--- src/rtl/bios_port_arbiter_pkg.sv ---
// Shared types and defaults for the BIOS read-port arbiter.
// Owner encoding is used by both the response tracker and the testbench.
package bios_port_arbiter_pkg;

    localparam int unsigned ADDR_W_DEF   = 12;
    localparam logic [31:0] NOP_INST_DEF = 32'h0000_0013;

    // Request/grant vector bit positions
    localparam int unsigned IDX_F = 0;
    localparam int unsigned IDX_D = 1;

    typedef enum logic [1:0] {
        OWN_NONE  = 2'd0,
        OWN_FETCH = 2'd1,
        OWN_DATA  = 2'd2
    } owner_e;

endpackage

--- src/rtl/bios_port_arbiter_if.sv ---
// Fetch/data requester handshakes plus the BIOS read port, grouped as one bus.
// The slave modport is the arbiter's view; master is the requesters/memory side.
interface bios_port_arbiter_if #(
    parameter int unsigned ADDR_W = 12
);
    logic              f_req;
    logic [ADDR_W-1:0] f_addr;
    logic              f_gnt;
    logic              f_rvalid;
    logic [31:0]       f_rdata;
    logic              flush;
    logic              d_req;
    logic [ADDR_W-1:0] d_addr;
    logic              d_gnt;
    logic              d_rvalid;
    logic [31:0]       d_rdata;
    logic              bios_en;
    logic [ADDR_W-1:0] bios_addr;
    logic [31:0]       bios_dout;

    modport slave (
        input  f_req, f_addr, flush, d_req, d_addr, bios_dout,
        output f_gnt, f_rvalid, f_rdata, d_gnt, d_rvalid, d_rdata,
               bios_en, bios_addr
    );

    modport master (
        output f_req, f_addr, flush, d_req, d_addr, bios_dout,
        input  f_gnt, f_rvalid, f_rdata, d_gnt, d_rvalid, d_rdata,
               bios_en, bios_addr
    );
endinterface

--- src/rtl/bios_port_arbiter_rr.sv ---
// Two-input round-robin arbiter: bit 0 = fetch, bit 1 = data.
// Masked requests never win; the last-winner bit only moves on an actual grant.
module rr_arbiter2 (
    input  logic       clk,
    input  logic       rst_n,
    input  logic [1:0] i_req,
    input  logic [1:0] i_mask,
    output logic [1:0] o_gnt
);
    logic       r_last_d;
    logic [1:0] w_req;

    assign w_req = i_req & ~i_mask;

    always_comb begin
        o_gnt = w_req;
        if (w_req == 2'b11) begin
            o_gnt = r_last_d ? 2'b01 : 2'b10;
        end
    end

    // Reset to "data won last" so fetch takes the first contention
    always_ff @(posedge clk or negedge rst_n) begin
        if (!rst_n) begin
            r_last_d <= 1'b1;
        end else if (|o_gnt) begin
            r_last_d <= o_gnt[1];
        end
    end
endmodule

--- src/rtl/bios_port_arbiter.sv ---
// Shares a 1-cycle-latency BIOS read port between fetch and data requesters,
// tracking the single in-flight response and substituting NOPs for flushed fetches.
module bios_port_arbiter
    import bios_port_arbiter_pkg::*;
#(
    parameter int unsigned ADDR_W   = ADDR_W_DEF,
    parameter logic [31:0] NOP_INST = NOP_INST_DEF
) (
    input logic                 clk,
    input logic                 rst_n,
    bios_port_arbiter_if.slave  bus
);
    logic [1:0]        w_req;
    logic [1:0]        w_mask;
    logic [1:0]        w_gnt;
    owner_e            r_owner;
    owner_e            w_owner_nxt;
    logic [ADDR_W-1:0] r_addr_hold;
    logic [ADDR_W-1:0] w_addr;

    // Reset masks both requesters so no grant leaks out while rst_n is low
    assign w_req  = {bus.d_req, bus.f_req};
    assign w_mask = {~rst_n, ~rst_n | bus.flush};

    rr_arbiter2 u_arb (
        .clk    (clk),
        .rst_n  (rst_n),
        .i_req  (w_req),
        .i_mask (w_mask),
        .o_gnt  (w_gnt)
    );

    always_comb begin
        w_owner_nxt = OWN_NONE;
        w_addr      = r_addr_hold;
        if (w_gnt[IDX_F]) begin
            w_owner_nxt = OWN_FETCH;
            w_addr      = bus.f_addr;
        end else if (w_gnt[IDX_D]) begin
            w_owner_nxt = OWN_DATA;
            w_addr      = bus.d_addr;
        end
    end

    always_ff @(posedge clk or negedge rst_n) begin
        if (!rst_n) begin
            r_owner     <= OWN_NONE;
            r_addr_hold <= '0;
        end else begin
            r_owner     <= w_owner_nxt;
            r_addr_hold <= w_addr;
        end
    end

    assign bus.f_gnt     = w_gnt[IDX_F];
    assign bus.d_gnt     = w_gnt[IDX_D];
    assign bus.bios_en   = |w_gnt;
    assign bus.bios_addr = w_addr;

    // Flush is sampled in the response cycle, so only that cycle's flush kills data
    always_comb begin
        bus.f_rvalid = (r_owner == OWN_FETCH);
        bus.d_rvalid = (r_owner == OWN_DATA);
        bus.f_rdata  = '0;
        bus.d_rdata  = '0;
        if (bus.f_rvalid) begin
            bus.f_rdata = bus.flush ? NOP_INST : bus.bios_dout;
        end
        if (bus.d_rvalid) begin
            bus.d_rdata = bus.bios_dout;
        end
    end
endmodule

--- src/flat_wrapper.sv ---
// flat-port wrapper written by rule: the top's interface ports become plain ports
module bios_port_arbiter_flat import bios_port_arbiter_pkg::*;
#(
    parameter int unsigned ADDR_W   = ADDR_W_DEF,
    parameter logic [31:0] NOP_INST = NOP_INST_DEF
)
  (clk, rst_n, bus_f_req, bus_f_addr, bus_flush, bus_d_req, bus_d_addr, bus_bios_dout, bus_f_gnt, bus_f_rvalid, bus_f_rdata, bus_d_gnt, bus_d_rvalid, bus_d_rdata, bus_bios_en, bus_bios_addr);
  bios_port_arbiter_if #(.ADDR_W(ADDR_W)) bus_i ();
  input logic clk;
  input logic rst_n;
  input wire logic [$bits(bus_i.f_req)-1:0] bus_f_req;
  input wire logic [$bits(bus_i.f_addr)-1:0] bus_f_addr;
  input wire logic [$bits(bus_i.flush)-1:0] bus_flush;
  input wire logic [$bits(bus_i.d_req)-1:0] bus_d_req;
  input wire logic [$bits(bus_i.d_addr)-1:0] bus_d_addr;
  input wire logic [$bits(bus_i.bios_dout)-1:0] bus_bios_dout;
  output wire logic [$bits(bus_i.f_gnt)-1:0] bus_f_gnt;
  output wire logic [$bits(bus_i.f_rvalid)-1:0] bus_f_rvalid;
  output wire logic [$bits(bus_i.f_rdata)-1:0] bus_f_rdata;
  output wire logic [$bits(bus_i.d_gnt)-1:0] bus_d_gnt;
  output wire logic [$bits(bus_i.d_rvalid)-1:0] bus_d_rvalid;
  output wire logic [$bits(bus_i.d_rdata)-1:0] bus_d_rdata;
  output wire logic [$bits(bus_i.bios_en)-1:0] bus_bios_en;
  output wire logic [$bits(bus_i.bios_addr)-1:0] bus_bios_addr;
  assign bus_i.f_req = bus_f_req;
  assign bus_i.f_addr = bus_f_addr;
  assign bus_i.flush = bus_flush;
  assign bus_i.d_req = bus_d_req;
  assign bus_i.d_addr = bus_d_addr;
  assign bus_i.bios_dout = bus_bios_dout;
  assign bus_f_gnt = bus_i.f_gnt;
  assign bus_f_rvalid = bus_i.f_rvalid;
  assign bus_f_rdata = bus_i.f_rdata;
  assign bus_d_gnt = bus_i.d_gnt;
  assign bus_d_rvalid = bus_i.d_rvalid;
  assign bus_d_rdata = bus_i.d_rdata;
  assign bus_bios_en = bus_i.bios_en;
  assign bus_bios_addr = bus_i.bios_addr;
  bios_port_arbiter #(.ADDR_W(ADDR_W), .NOP_INST(NOP_INST)) u_core (.clk(clk), .rst_n(rst_n), .bus(bus_i));
endmodule
--- config.mk ---
export PLATFORM = sky130hd
export DESIGN_NAME = bios_port_arbiter_flat
export DESIGN_NICKNAME = d
export VERILOG_FILES = /design/src/rtl/bios_port_arbiter_pkg.sv /design/src/rtl/bios_port_arbiter_if.sv /design/src/rtl/bios_port_arbiter_rr.sv /design/src/rtl/bios_port_arbiter.sv /design/src/flat_wrapper.sv
export SDC_FILE = /design/constraint.sdc
export NUM_CORES = 1
export LEC_CHECK = 0
export CAP_MARGIN = 20
export CORE_ASPECT_RATIO = 1.5
export CORE_MARGIN = 4
export CORE_UTILIZATION = 28
export DETAILED_ROUTE_END_ITERATION = 10
export HOLD_SLACK_MARGIN = 0.05
export PLACE_DENSITY_LB_ADDON = 0.15
export SLEW_MARGIN = 0
export SYNTH_ARGS = -nofsm -noshare
export SYNTH_HDL_FRONTEND = slang
export SYNTH_SLANG_ARGS = --single-unit
--- constraint.sdc ---
create_clock -name clk -period 1.4 [get_ports clk]
set_input_delay 0.14 -clock clk [delete_from_list [all_inputs] [get_ports clk]]
set_output_delay 0.14 -clock clk [all_outputs]
set_load 0.01 [all_outputs]
== Yosys cells after proc, flatten, opt, wreduce, memory -nomap -nowiden ==
Cells that the tools add are included.
Storage, ports and cells
  logic and storage cells: 20
  input bits: 61
  output and inout bits: 81
  register bits: 15
Operators by class
  mux-type cells: 9
  reductions and logical operators: 1
  bitwise operators: 4
  equality and inequality tests: 3
Operators by type and width (count)
  32-bit 2-to-1 mux: 3
  12-bit 2-to-1 mux: 2
  2-bit 2-to-1 mux: 4
  2-bit == test, second input constant: 2
  2-bit AND: 1
  2-bit by 1-bit == test with 1-bit output, second input constant: 1
  2-bit NOT: 1
  2-bit OR reduction: 1
  1-bit NOT: 1
  1-bit bitwise OR: 1

== Longest topological paths before layout ==
Gate-level depths: netlist of the first run.
  depth after elaboration: 8
  gate-level depth with buffers: 5
  mapped depth without buffers: 3

== Cells and area by module ==
A second synthesis of the first run with hierarchy kept.
Second synthesis, totals
  cell total of the unflattened synthesis: 141
  area total of the unflattened synthesis: 1172.4 um^2
Modules (own cells, without submodules)
  bios_port_arbiter: cells an instance 135, instances 1, seq. area each 350.3 um^2, area an instance 1096.1 um^2
  rr_arbiter2: cells an instance 6, instances 1, seq. area each 26.3 um^2, area an instance 76.3 um^2

== Worst setup path before layout of the first run ==
OpenSTA, ideal clock, no wires.
  kind: register -> register
  start: register u_core.u_arb.r_last_d
  end: register u_core.r_addr_hold[0]
  period minus slack after synthesis: 1232 ps
  slack: 168 ps
  setup time: 153 ps
  required time: 1247 ps
  path buffers: 1
  arrival time: 1079 ps
  stages on the path, launching flop included: 5
  path through: dfstp_2 -> nand3b_2 -> buf_6 -> a21oi_1 -> o2bb2ai_1
On the way
  cells in the longest elaborated chain, start to end: 4
RTL lines
  start: declaration: line bios_port_arbiter_rr.sv:10  | logic r_last_d;
  start signal: assignment: line bios_port_arbiter_rr.sv:27  | r_last_d <= o_gnt[1];
  2-bit 2-to-1 mux *: line bios_port_arbiter_rr.sv:18  | o_gnt = r_last_d ? 2'b01 : 2'b10;
  2-bit 2-to-1 mux *: line bios_port_arbiter_rr.sv:17  | if (w_req == 2'b11) begin
  12-bit 2-to-1 mux: line bios_port_arbiter.sv:39  | end else if (w_gnt[IDX_D]) begin
  12-bit 2-to-1 mux *: line bios_port_arbiter.sv:36  | if (w_gnt[IDX_F]) begin
  net bus_bios_addr[0]: line flat_wrapper.sv:24  | output wire logic [$bits(bus_i.bios_addr)-1:0] bus_bios_addr;
  end signal: assignment: line bios_port_arbiter.sv:51  | r_addr_hold <= w_addr;
  end: declaration: line bios_port_arbiter.sv:18  | logic [ADDR_W-1:0] r_addr_hold;
Mark *: on every way through the listed nets, which the timed path passes. The rest lies on a longest branch.
A chain may end at the register's enable or synchronous reset.

== Worst setup path in the final report of the first run ==
  start: register u_core.u_arb.r_last_d
  end: output bus_f_gnt
On the way
  cells in the longest elaborated chain, start to end: 2
RTL lines
  2-bit 2-to-1 mux: line bios_port_arbiter_rr.sv:18
  2-bit 2-to-1 mux: line bios_port_arbiter_rr.sv:17
  end: declaration: line flat_wrapper.sv:17  | output wire logic [$bits(bus_i.f_gnt)-1:0] bus_f_gnt;
Every way passes these cells.

==> summary.md, run 1 <==
The flow ran to the end, but the final reports show violations. The final reports fail on negative setup slack. In this run the critical register-to-register path is captured at u_core.r_addr_hold[1]. In the routed layout, each cell is associated on average with a via count of 4.967.

The summed instance area of the synthesized netlist was 0.001250 sq mm; the share of the synthesized area in compound gates (AO/OA/AOI/OAI) was 0.2102. The number of antenna diodes in the final layout is 0. Based on the critical path, the design can be clocked at up to 589.6 MHz. The max-slew headroom at the worst pin is 0.7587, and the multiplexer area fraction after synthesis is 0. The sink count of the clock tree was 15; the placer congestion estimate was 0.8240. Summed over all layers, the global routing overflow is 0. Type of destination of the critical path: an output pin.

TritonCTS built the clock tree. The number of antenna violations at the first check in global routing was 0; the register clock-pin slew on the reported worst setup and hold paths was 0.06 ns. The logs give 29 for the number of placement rows and -10.24 ns for the total negative setup slack. The layout cell share with drive strength beyond 1 came out at 0.6656.

STA classifies the critical path startpoint as a register. The tools report the sequential-to-total area share from yosys stat as 0.3013. The average footprint of a synthesized cell was 8.561 sq um; the count of cell types in the netlist was 27. The data arrival time at the worst-slack endpoint is 1.56 ns, and the slew of the pin with the lowest slew margin is 0.3620 ns.

Max-cap violations in this run came to 0. Total detailed-routing wirelength: 7.312 mm. The synthesized netlist cell count is 146. The peak fanout along the critical path is 4. The adder and majority gate portion of the synthesized area was 0; the parity-gate share of the synthesized area counting xor and xnor cells was 0.

The area share of and/or/nand/nor cells after synthesis is 0.4054, and the iteration count of the initial detailed-routing pass is 4. Total number of H-tree levels: 1. The core region is 0.004282 sq mm. The category of the critical setup timing path was reg -> out. Number of standard cells in the layout, taps in and fillers out: 366. The library cell used most frequently in the layout, excluding fill and tap cells, is buf_6. The ratio of final minimum period to clock period is 1.212, and the largest net degree at the start of global routing is 16. The startpoint of the most critical register-to-register path was u_core.u_arb.r_last_d. Destination of the critical timing path: bus_f_gnt. For the detailed placer's ending HPWL, the log shows 4.495 mm. In this run the power density over the cells is 598.1 mW/mm^2. The min-delay analysis places its worst path in the category in -> async. Once placement completed, the tool counted placed cells totaling 337. The number of nets in the layout was 382; the worst setup skew after layout was 0.001671 ns. CTS placed an instance of clkbuf_8 at the clock tree root.

For the worst-skew pair, the clock arrives at the later sink with an insertion delay of 0.24 ns. The die is 62.56 um wide. The async set or reset register ratio after synthesis is 1.000, and the initial cell density of the core is 0.2919. The shortest period the worst path allows was 1.696 ns. Counting the buffers created by CTS gives 3.

The run gives 9.853 mm as the first-pass GRT wire length. The tools report the hold violation total from the final report as 0. For the worst setup path, the data required time is 1.26 ns.

The worst register-to-register path has a depth of 5. Setup repair after global routing could not meet its margin everywhere. In this run the tool buffered the top-level ports with 141 buffer cells.

Compared with the post-synthesis result, the final layout area differs by 181.8%. The global router's overall resource usage is 0.2194, and the number of flops mapped to enable cells by yosys is 0. The dominant combinational cell family by area after synthesis is simple AND/OR/NAND/NOR gates. The critical path starts at u_core.u_arb.r_last_d. The tools report the final setup slack of the worst path as -0.2961 ns. For the total vias in the final route, the log shows 1818. The logs give 142 for the total I/O pin count and 38 for the DRC violation total after the first TritonRoute iteration.

The filler cells instantiated in the layout total 235. Dominant register cell in the synthesized netlist: dfrtp_1. The final count of pins violating max slew is 0, and the count of hold-fix buffers inserted at cts is 0. For the minimum setup slack after placement, the log shows -0.7846 ns.

In the layout the commonest cells are buf_6 (80), and2_4 (62), clkdlybuf4s50_1 (56), buf_4 (15). Setup violations remaining at the end of the flow were counted as 75. The run gives 0.002107 W as the total power after layout.

The number of nets handed over by synthesis was 207. The analysis attributes to cell leakage a power of 1.647 nW. Counting flops and latches in the post-synthesis netlist gives 15.

The final routed wire length divided by cell count works out to 19.98 um. The die covers 0.005619 sq mm. The flop-to-flop setup slack was 0.04 ns; the deepest clock path buffer count was 2. In this run the vertical extent of the chip is 89.83 um.

The number of routed nets with antenna violations came out at 0. Count of unresolved DRC violations after routing: 0. The worst-case IR drop observed on VDD is 0.6338 mV. The logs give 0 for the count of warnings emitted by yosys and 1809 for the number of global-route vias before repair.
[timing repair]
item,CTS,global route
pin swaps,36,22
gates resized for setup,399,111
cloned,7,1
endpoints found under the setup margin,81,79
buffers inserted,15,4
[sequential cells by signal (all words and copies together), names as in the netlist]
register	count
u_core.r_owner	2
u_core.r_addr_hold	12
u_core.u_arb.r_last_d	1
[power breakdown]
part           internal, W  switching [W]
sequential        0.000521      0.0000517
combinational     0.000702       0.000489
clock             0.000201       0.000141
[cell type report]
cell class | instances | area (sq um) | area share
timing repair buffer | 181 | 1939 | 0.5506
multi-input combinational | 119 | 1100 | 0.3123
inverter | 1 | 3.754 | 0.001066
sequential | 15 | 376.6 | 0.1069
clock buffer | 4 | 45.04 | 0.01279
tap | 46 | 57.56 | 0.01634
[metrics by stage]
stage,util,hold slack [ns],cell area (sq um)
floorplan,-,-0.1556,1250
finish,0.8226,0.1452,3522
CTS,0.7200,0.1316,3083
global placement,0.6455,0.5375,2764
global route,0.8226,0.1337,3522
detailed placement,0.6455,0.5441,2764
[worst min path at each step]
stage | endpoint | slack (ns) | depth (start not counted)
after floorplan | u_core.r_addr_hold[0] | -0.16 | 0
after global placement | u_core.r_addr_hold[2] | 0.54 | 2
after detailed placement | u_core.r_addr_hold[7] | 0.54 | 2
after CTS | u_core.r_addr_hold[11] | 0.13 | 2
after global routing | u_core.r_addr_hold[6] | 0.13 | 2
final | u_core.r_addr_hold[9] | 0.15 | 2
[routing by layer]
layer | up-vias | GRT usage | wire length (um)
li1 | 853 | - | -
met1 | 835 | 0.2252 | 2381
met2 | 114 | 0.4310 | 4051
met3 | 16 | 0.06359 | 733
met4 | 0 | 0.04052 | 145
met5 | - | 0 | 0
[synth_stat cells (2+ instances only)]
cell type  number  area share
a21oi_1        14       0.056
and2_1         61        0.31
buf_4           3       0.018
buf_6           4       0.036
clkbuf_1        2      0.0060
dfrtp_1        14        0.28
nor2_1          6       0.018
o22ai_1        12       0.060
o2bb2ai_1      12       0.084
[critical path, stage by stage (launching register included)]
cell	delay, ns
dfstp_2	0.58
nor2b_4	0.06
buf_6	0.11
nor2_4	0.11
buf_4	0.16
buf_4	0.10
buf_4	0.08
buf_4	0.10
[cells by family (layout without fill, tap and decap cells)]
logic type	count (synthesis)	in the layout
AND/OR/NAND/NOR	78	79
AO/OA/AOI/OAI	40	40
flip-flops	15	15
buffers and inverters	13	186
Power figures use the tool's default switching activity.
==> run 2: changes to the inputs <==
- CORE_UTILIZATION: 28 -> 35
- DONT_BUFFER_PORTS: unset -> 1
==> run 2 against run 1 <==
Effect of this change:
- the flow still finishes with violations (negative setup slack)
- total power shrank 33%
- global-route usage shrank 7.1 points
- cell area shrank 53%
- sequential share of layout area grew 12 points
- critical path type unchanged
- critical endpoint is now bus_bios_addr[2]
- highest routed layer unchanged
==> summary.md, run 2 (synthesized netlist as in run 1, its figures left out) <==
The path depth of the worst reg2reg path is 3 (-2), and the register clock-pin slew on the reported worst setup and hold paths is 0.06 ns (about the same). The horizontal extent of the die was 56.80 um (-9.2%). For the placer congestion estimate, the log shows 0.6816 (-17%). The total area of multi-input combinational cells is 982.2 sq um (-11%).

The area of the die is 0.004611 sq mm (-18%). The tools report the startpoint type of the worst setup path as a register. The largest registers in the layout are u_core.r_addr_hold: 12 flops, u_core.r_owner: 2 flops, u_core.u_arb.r_last_d: 1 flops.

The detailed placer's ending HPWL was 3.040 mm (-32%). The flow ran to the end, but the final reports show violations. TritonCTS built the clock tree. The first-pass GRT wire length is 5.451 mm (-45%), and the final count of pins violating max slew is 0 (unchanged). Internal power: 0.0009284 W (-35%).

The run gives 35 (-7.9%) as the DRC violation total after the first TritonRoute iteration. Walking the worst path, the cells encountered are nand3b_4, a21oi_1, o2bb2ai_2. The cell area power density was 850.6 mW/mm^2 (+42%). Total area of sequential cells: 376.6 sq um (unchanged). Die span in y: 81.19 um (-9.6%). The antenna cell count is 0 (unchanged). The total vias in the final route came out at 1156 (-36%). The total number of H-tree levels is 1 (unchanged), and the flop-to-flop setup slack is 0.14 ns (+0.10 ns).

The tools report the worst setup skew after layout as 0.001253 ns (-0.0004176 ns). The tools report the hold violation total from the final report as 0 (unchanged). The worst register-to-register path begins at u_core.u_arb.r_last_d. The biggest cell delay along the critical path works out to 0.59 ns (about the same). For the sink count of the clock tree, the log shows 15 (unchanged).

The worst setup path is of the reg -> out kind. Number of placement rows: 26 (-10%). Global router's overall resource usage: 0.1480 (-0.07140). The endpoint of the worst register-to-register path is u_core.r_addr_hold[2]. The highest attainable clock frequency was 659.2 MHz (+12%).

The most common library cell in the layout ignoring fill and taps was and2_4. Setup repair after global routing could not meet its margin everywhere. The data required time of the worst path is 1.26 ns (about the same), and the final routed wire length divided by cell count is 21.61 um (+8.2%). The total detailed-routing wirelength was 4.236 mm (-42%). The slowest stage of the critical path belongs to the cell dfstp_2.

CTS placed an instance of clkbuf_8 at the clock tree root. The tools report the count of unresolved DRC violations after routing as 0 (unchanged). The largest net degree at the start of global routing was 34 (+18).

The leakage power summed over all cells was 0.7087 nW (-57%); the number of input and output port buffers inserted was 0 (-100%). The tightest min-delay check is of the in -> reg type. The number of flip-flops in the largest register works out to 12 (unchanged). The ratio of final minimum period to clock period is 1.084 (-0.1279), and the later-pin clock latency in the skew report is 0.24 ns (about the same). For the total of endpoints with negative setup slack in the final report, the log shows 42 (-44%). The iteration count of the initial detailed-routing pass is 3 (-1), and the share of total power consumed by net switching is 0.3426 (+0.01867). The tools report the maximum ir drop on the vdd rail as 0.6644 mV (+4.8%). For the initial cell density of the core, the log shows 0.3659 (+0.07400). The switching component of the power is 0.0004839 W (-29%), and the minimum setup slack after placement is 0.01871 ns (+0.8033 ns). The tools report the utilization of the core after routing as 0.4861 (-0.3365).

The total global routing overflow is 0 (unchanged), and the number of routed nets with antenna violations is 0 (unchanged). The number of buffers inserted during clock tree synthesis came out at 3 (unchanged). For the number of nets in the layout, the log shows 216 (-43%). For the max-capacitance violation count, the log shows 0 (unchanged).

In the layout the commonest cells are and2_4 (32), and2_1 (29), dfrtp_1 (14), o22ai_1 (12), o2bb2ai_2 (11). The worst hold path begins at bus_f_addr[4]. STA classifies the critical path endpoint as an output pin. The slew of the pin with the lowest slew margin came out at 0.6842 ns (+0.3222 ns). The run gives 0.003416 sq mm (-20%) as the area of the core. For the data arrival time at the worst-slack endpoint, the log shows 1.38 ns (-0.18 ns).

The deepest clock path buffer count was 2 (unchanged); the combinational cell fraction of total power was 0.358 (-0.208). For the number of antenna violations at the first check in global routing, the log shows 0 (unchanged). The cell count of the worst hold path was 1; the total I/O pin count was 142 (unchanged). The layout cell share with drive strength beyond 1 is 0.4935 (-0.1721), and the sequential group share of total power is 0.398 (+0.126). The run gives 330 (+40%) as the filler cell count. The final reports fail on negative setup slack. The relative area change from synthesis to final layout works out to 32.83%. Counting flops per register, the top entry is u_core.r_addr_hold. For hold timing, the worst endpoint is u_core.r_addr_hold[4]. The max-slew headroom at the worst pin is 0.5423 (-0.2163), and the final setup slack of the worst path is -0.1170 ns (+0.1791 ns). Detailed-route vias per instance: 5.898 (+19%). Number of global-route vias before repair: 1114 (-38%). The part of the total power dissipated in the clock network is 0.244 (+0.081), and the shortest period the worst path allows is 1.517 ns (-0.1791 ns).

The peak fanout along the critical path is 12 (+8).
run 2: changes by cell type in the layout (fill, tap and decap cells not counted), moves of 5 or more:
cell             before  now
clkdlybuf4s50_1      56    0
buf_6                80    4
buf_2                14    0
buf_16                6    0
o2bb2ai_2             5   11
and2_1                0   29
buf_4                15    6
and2_4               62   32
o2bb2ai_1             5    0
run 2: repair_timing:
action,4_1_cts,5_1_grt
pin swaps,1,5
buffers inserted,3,3
hold endpoints to repair,15,1
gates resized for setup,19,43
endpoints found under the setup margin,42,74
hold buffers,1,1
cloned,0,5
run 2: how the worst max path moves through the flow:
stage                                     start               endpoint
after floorplan           u_core.u_arb.r_last_d  u_core.r_addr_hold[0]
after global placement    u_core.u_arb.r_last_d  u_core.r_addr_hold[2]
after detailed placement  u_core.u_arb.r_last_d       bus_bios_addr[1]
after CTS                 u_core.u_arb.r_last_d       bus_bios_addr[1]
after global routing      u_core.u_arb.r_last_d      bus_bios_addr[10]
final                     u_core.u_arb.r_last_d       bus_bios_addr[2]
run 2: layer usage:
metal / GRT usage / share of wire / wire length, um
met2: 0.3032 / 0.55 / 2335
met5: 0 / 0 / 0
met1: 0.1434 / 0.33 / 1414
met4: 0.03480 / 0.0059 / 25
met3: 0.03975 / 0.11 / 461
run 2: power by group through the flow:
stage | Sequential [W] | Combinational [W] | Clock [W]
after global routing | 0.000571 | 0.000551 | 0.000382
after floorplan | 0.000557 | 0.000327 | 0
final | 0.000562 | 0.000506 | 0.000344
after CTS | 0.000558 | 0.000455 | 0.000353
after global placement | 0.000564 | 0.000353 | 0
after detailed placement | 0.000566 | 0.000359 | 0
run 2: area by class of cell:
type,instances,area share
Clock buffer,4,0.02713
Inverter,1,0.002261
Sequential cell,15,0.2268
Multi-Input combinational cell,118,0.5916
Timing Repair Buffer,16,0.1206
Tap cell,42,0.03165
run 2: per-stage QoR:
stage | area, sq um | total power [W] | TNS (ns) | std cells | hold slack (ns)
after floorplan | 1250 | 0.0008838 | 0 | 146 | -0.1556
after global placement | 1237 | 0.0009169 | 0 | 179 | -0.1551
after detailed placement | 1237 | 0.0009251 | 0 | 179 | -0.1551
after CTS | 1444 | 0.001367 | -1.583 | 187 | 0.05479
after global routing | 1660 | 0.001504 | -5.460 | 196 | 0.06381
final | 1660 | 0.001412 | -2.672 | 196 | 0.06995
run 2: worst max-delay path: cells and delay by family (launching register included):
kind | cells | cell delay (ns)
AND/OR/NAND/NOR | 1 | 0.19
flip-flops | 1 | 0.59
AO/OA/AOI/OAI | 2 | 0.36
